==> src/rtl/register_pkg.sv <==
// Shared constants and occupancy state encoding for the register reader.
package register_pkg;

  localparam int unsigned WIDTH_DEFAULT = 32;
  localparam int unsigned SEQ_W_DEFAULT = 8;
  localparam int unsigned CNT_W_DEFAULT = 16;

  // ONE covers every partially-filled occupancy when DEPTH > 2.
  typedef enum logic [1:0] {
    EMPTY = 2'd0,
    ONE   = 2'd1,
    FULL  = 2'd2
  } occ_state_e;

endpackage : register_pkg

==> src/rtl/sync_fifo.sv <==
// Parameterized storage array with wrapping pointers and an occupancy count.
// Push/pop qualification is the caller's responsibility.
module sync_fifo #(
  parameter int unsigned WIDTH = 40,
  parameter int unsigned DEPTH = 2
) (
  input  logic                     clk,
  input  logic                     reset,
  input  logic                     push,
  input  logic                     pop,
  input  logic [WIDTH-1:0]         wdata,
  output logic [WIDTH-1:0]         rdata,
  output logic [$clog2(DEPTH):0]   count
);

  localparam int unsigned AW = $clog2(DEPTH);
  localparam int unsigned CW = AW + 1;

  logic [WIDTH-1:0] mem_q [DEPTH];
  logic [AW-1:0]    wptr_q;
  logic [AW-1:0]    rptr_q;
  logic [CW-1:0]    count_q;

  // Storage, pointers and occupancy; cleared together on reset.
  always_ff @(posedge clk) begin
    if (!reset) begin
      mem_q   <= '{default: '0};
      wptr_q  <= '0;
      rptr_q  <= '0;
      count_q <= '0;
    end else begin
      if (push) begin
        mem_q[wptr_q] <= wdata;
        wptr_q        <= wptr_q + AW'(1);
      end
      if (pop) begin
        rptr_q <= rptr_q + AW'(1);
      end
      case ({push, pop})
        2'b10:   count_q <= count_q + CW'(1);
        2'b01:   count_q <= count_q - CW'(1);
        default: count_q <= count_q;
      endcase
    end
  end

  assign rdata = mem_q[rptr_q];
  assign count = count_q;

endmodule : sync_fifo

==> src/rtl/register_reader.sv <==
// Snoops register writes, queues each captured value with a sequence tag and
// hands it to a consumer over valid/ready; overflowing updates are counted.
module register_reader
  import register_pkg::*;
#(
  parameter int unsigned WIDTH = WIDTH_DEFAULT,
  parameter int unsigned DEPTH = 2,
  parameter int unsigned SEQ_W = SEQ_W_DEFAULT,
  parameter int unsigned CNT_W = CNT_W_DEFAULT
) (
  input  logic             clk,
  input  logic             reset,
  input  logic             wr,
  input  logic [WIDTH-1:0] rdata,
  output logic             out_valid,
  output logic [WIDTH-1:0] out_data,
  output logic [SEQ_W-1:0] out_seq,
  input  logic             out_ready,
  output logic             full,
  output logic [CNT_W-1:0] drop_count
);

  localparam int unsigned AW = $clog2(DEPTH);
  localparam int unsigned CW = AW + 1;
  localparam int unsigned FW = WIDTH + SEQ_W;

  occ_state_e       state_q, state_d;
  logic [SEQ_W-1:0] seq_q, seq_d;
  logic [CNT_W-1:0] drop_q, drop_d;
  logic [CW-1:0]    fifo_count;
  logic [FW-1:0]    fifo_rdata;
  logic             push;
  logic             pop;

  // A full queue still accepts a push when the head leaves on the same edge.
  assign pop  = out_valid & out_ready;
  assign push = wr & ((state_q != FULL) | pop);

  // Occupancy state register plus sequence and drop counters.
  always_ff @(posedge clk) begin
    if (!reset) begin
      state_q <= EMPTY;
      seq_q   <= '0;
      drop_q  <= '0;
    end else begin
      state_q <= state_d;
      seq_q   <= seq_d;
      drop_q  <= drop_d;
    end
  end

  // Next occupancy state; simultaneous push and pop leaves it unchanged.
  always_comb begin
    state_d = state_q;
    case ({push, pop})
      2'b10:   state_d = (fifo_count == CW'(DEPTH - 1)) ? FULL : ONE;
      2'b01:   state_d = (fifo_count == CW'(1)) ? EMPTY : ONE;
      default: state_d = state_q;
    endcase
  end

  // Tag advances only on accepted pushes; drops saturate at all-ones.
  always_comb begin
    seq_d  = seq_q;
    drop_d = drop_q;
    if (push) begin
      seq_d = seq_q + SEQ_W'(1);
    end
    if (wr && !push && (drop_q != {CNT_W{1'b1}})) begin
      drop_d = drop_q + CNT_W'(1);
    end
  end

  sync_fifo #(
    .WIDTH (FW),
    .DEPTH (DEPTH)
  ) u_fifo (
    .clk   (clk),
    .reset (reset),
    .push  (push),
    .pop   (pop),
    .wdata ({rdata, seq_q}),
    .rdata (fifo_rdata),
    .count (fifo_count)
  );

  assign out_valid  = (state_q != EMPTY);
  assign full       = (state_q == FULL);
  assign out_data   = fifo_rdata[FW-1:SEQ_W];
  assign out_seq    = fifo_rdata[SEQ_W-1:0];
  assign drop_count = drop_q;

endmodule : register_reader
==> config.mk <==
export PLATFORM = sky130hd
export DESIGN_NAME = register_reader
export DESIGN_NICKNAME = d
export VERILOG_FILES = /design/src/rtl/register_pkg.sv /design/src/rtl/sync_fifo.sv /design/src/rtl/register_reader.sv
export SDC_FILE = /design/constraint.sdc
export NUM_CORES = 1
export LEC_CHECK = 0
export CORE_AREA = 2 2 96 98
export DETAILED_ROUTE_END_ITERATION = 7
export DIE_AREA = 0 0 98 100
export PLACE_DENSITY_LB_ADDON = 0.1
export SLEW_MARGIN = 20
export SYNTH_ARGS = -nofsm -noshare
export SYNTH_HDL_FRONTEND = slang
export SYNTH_SLANG_ARGS = --single-unit
==> constraint.sdc <==
create_clock -name clk -period 2.9 [get_ports clk]
set_input_delay 0.435 -clock clk [delete_from_list [all_inputs] [get_ports clk]]
set_output_delay 0.435 -clock clk [all_outputs]
set_load 0.05 [all_outputs]
==> results of run 1 <==
## final cells by class
class                   count  area (sq um)  area share, %
clock buffers              11           141           2.38
clock inverters             5          67.6           1.14
inverters                   5          18.8          0.316
multi-input cells         412          2300           38.6
flip-flops and latches    110          2200           37.1
well taps                 111           139           2.34
repair buffers            104          1080           18.1
## how the worst min path moves through the flow
stage                                             start                             to  slack (ns)  cells after the start
after floorplan            u_fifo.mem_q[0]$_SDFFE_PN0P_   u_fifo.mem_q[0]$_SDFFE_PN0P_        0.43                      2
after global placement     u_fifo.mem_q[9]$_SDFFE_PN0P_   u_fifo.mem_q[9]$_SDFFE_PN0P_        0.44                      2
after detailed placement   u_fifo.mem_q[2]$_SDFFE_PN0P_   u_fifo.mem_q[2]$_SDFFE_PN0P_        0.44                      2
after CTS                 u_fifo.mem_q[14]$_SDFFE_PN0P_  u_fifo.mem_q[14]$_SDFFE_PN0P_        0.46                      2
after global routing      u_fifo.mem_q[13]$_SDFFE_PN0P_  u_fifo.mem_q[13]$_SDFFE_PN0P_        0.48                      2
final                      u_fifo.mem_q[9]$_SDFFE_PN0P_   u_fifo.mem_q[9]$_SDFFE_PN0P_        0.46                      2
## cell usage in the layout, fill, tap and decap left out, types with 9 or more instances in the layout
cell type / instances
nand2_1: 171
dfxtp_1: 109
a21oi_1: 98
clkdlybuf4s50_1: 93
mux2_2: 40
nor2_1: 14
clkbuf_8: 10
nand4_1: 9
## metal layers
metal / global-route usage (%) / vias to the layer above / wire length (um)
li1: - / 2076 / -
met1: 29.2 / 1998 / 5060
met2: 37.2 / 108 / 5370
met3: 3.97 / 8 / 481
met4: 6.62 / 0 / 76
met5: 0 / - / 0
## worst max-delay path, delay by kind of cell, from the launching register on
kind / cells / cell delay, ns
buf+inv: 2 / 1.02
flops: 1 / 0.47
mux: 1 / 0.36
## through the flow
| stage | instances | total power, mW | worst slack, ns | hold WS (ns) | instance area, sq um |
|---|---|---|---|---|---|
| after floorplan | 569 | 2.21 | 0.840 | 0.433 | 4680 |
| after global placement | 742 | 2.46 | 0.572 | 0.438 | 5730 |
| after detailed placement | 742 | 2.48 | 0.520 | 0.445 | 5730 |
| after CTS | 758 | 3.44 | 0.239 | 0.460 | 5940 |
| after global routing | 758 | 3.57 | 0.173 | 0.482 | 5940 |
| final | 758 | 3.41 | 0.251 | 0.457 | 5940 |
## logic make-up (layout without fill, tap and decap cells)
logic type / count (synthesis) / count (layout)
adder cells (fa/ha/maj): 4 / 4
buffers and inverters: 47 / 125
XOR/XNOR: 8 / 8
AO/OA/AOI/OAI: 114 / 114
multiplexers: 43 / 43
AND/OR/NAND/NOR: 243 / 243
flip-flops: 110 / 110
## flip-flops by register name, indices dropped and copies added (netlist names)
signal	cells
u_fifo.wptr_q	1
drop_count	16
u_fifo.rptr_q	1
u_fifo.mem_q	80
state_q	2
seq_q	8
u_fifo.count	2
## power by group through the flow
stage	sequential [mW]	clock [mW]	combinational (mW)
floorplan	1.66	0	0.554
global route	1.66	1.05	0.858
detailed placement	1.68	0	0.800
global placement	1.67	0	0.789
finish	1.65	0.965	0.799
CTS	1.65	0.986	0.803
==> results.txt, run 1 <==
Worst Setup End Kind: primary output
post-synthesis compound-gate area fraction: 12.9%
cts bufs inserted: 9
Antenna diodes: 0
CP cell instances: buf_4 > mux2_2 > clkdlybuf4s50_1
Routability Congestion: 0.903
total core area: 8890 sq um
CTS tree: built
Pre-antenna DRT Iters: 4
count of final setup violators: 0
switching portion of total power: 31.2%
largest family of logic cells by synthesized area: simple AND/OR/NAND/NOR gates
Filler cells: 772
leading area contributor after synthesis: dfxtp_1
yosys warns: 0
pin count of the biggest net entering global routing: 55
#FFs+latches synth: 110
# IOs: 94
die area: 9800 sq um
LEAKAGE: 2.10 nW
Sw Pwr: 1.06 mW
synthesized net count: 609
worst setup path startpoint: u_fifo.rptr_q$_SDFFE_PN0P_
Max FO, Critical Path: 13
initial antenna violation count: 0
sequential area share after synthesis: 47.0%
Clk pwr share: 28.3%
Comb pwr share: 23.4%
Synth Area in Adders: 1.07%
Pint: 2.35 mW
htree depth: 3
Residual DRC: 0
count leader, synth: nand2_1
VDD IR max: 0.000261 V
Worst R2R Path Depth: 4
Worst-path clk slew: 0.10 ns
Slowest Stage Delay on Critical Path: 0.73 ns
die height: 100 um
sum of negative setup slack: 0 ns
mux contribution to synthesized area: 10.3%
CP Data Required Time: 2.47 ns
vias in the first global route: 3859
fin nets: 682
first-pass GRT wire length: 18000 um
Synth-to-Final Area Change: 26.9%
Worst-Margin Slew: 0.693 ns
Reg2Reg Setup Slack: 1.02 ns
Setup Skew: 0.0113 ns
crit path max-delay cell type: clkdlybuf4s50_1
Mapped Area: 4680 sq um
IO buf count: 93
asr flop ratio synth: 0%
synthesized-area fraction occupied by and/or/nand/nor cells: 23.3%
Final Util: 66.8%
DRT iter0 DRCs: 179
RR Startpoint: drop_count[4]$_SDFFE_PN0P_
Vias: 4190
Pwr Density: 574 nW/um^2
Max Cap Viol: 0
Slew HR: 53.4%
CP arrival: 2.21 ns
Setup CP Type: register to primary output
Die Wd: 98 um
top cells by area, synth: dfxtp_1, nand2_1, a21oi_1
Initial Utilization: 52.7%
Root Driver: clkbuf_8
Final Cycle Share: 91.3%
status: completed
commonest cells in the netlist: nand2_1, dfxtp_1, a21oi_1
hold_buf cts: 0
startpoint types: register
xor/xnor share of the synthesized area: 1.50%
Fin. Hold Viols: 0
Setup Buffers After CTS: 0
Yosys top cell area share: 47.0%
gr usage total: 22.1%
Seq pwr share: 48.2%
WL final: 11000 um
FP Rows: 35
layout cells sized above 1: 11.1%
max-slew violations: 0
Via density: 5.53
ys flop type: dfxtp_1
antenna-violating nets left: 0
crit path capture: out_data[17]
synthesized instance count: 569
min Tclk post-route: 2.65 ns
hpwl dp: 7090 um
Post-synth EDFFs: 0
gr ovfl total: 0
CTS sink count: 110
Clock Latency Late Sink: 0.36 ns
Clock Path Buffers: 2
Distinct cells, synth: 42
RSZ-0062 raised after global routing: false
max frequency: 377 MHz
# resized after CTS: 0
Avg WL per Cell: 14.5 um
Hold WC Path Type: register to register
reg-to-reg endpoint: drop_count[11]$_SDFFE_PN0P_
Synth Area per Inst: 8.23 sq um
Power figures use the tool's default switching activity.
==> inputs of run 2 (changes only) <==
--- a/config.mk
+++ b/config.mk
@@ -9,7 +9,6 @@
 export DETAILED_ROUTE_END_ITERATION = 7
 export DIE_AREA = 0 0 98 100
 export PLACE_DENSITY_LB_ADDON = 0.1
-export SLEW_MARGIN = 20
 export SYNTH_ARGS = -nofsm -noshare
 export SYNTH_HDL_FRONTEND = slang
 export SYNTH_SLANG_ARGS = --single-unit
==> results of run 2 <==
Final layout, timing and power as in run 1 (identical DEF).
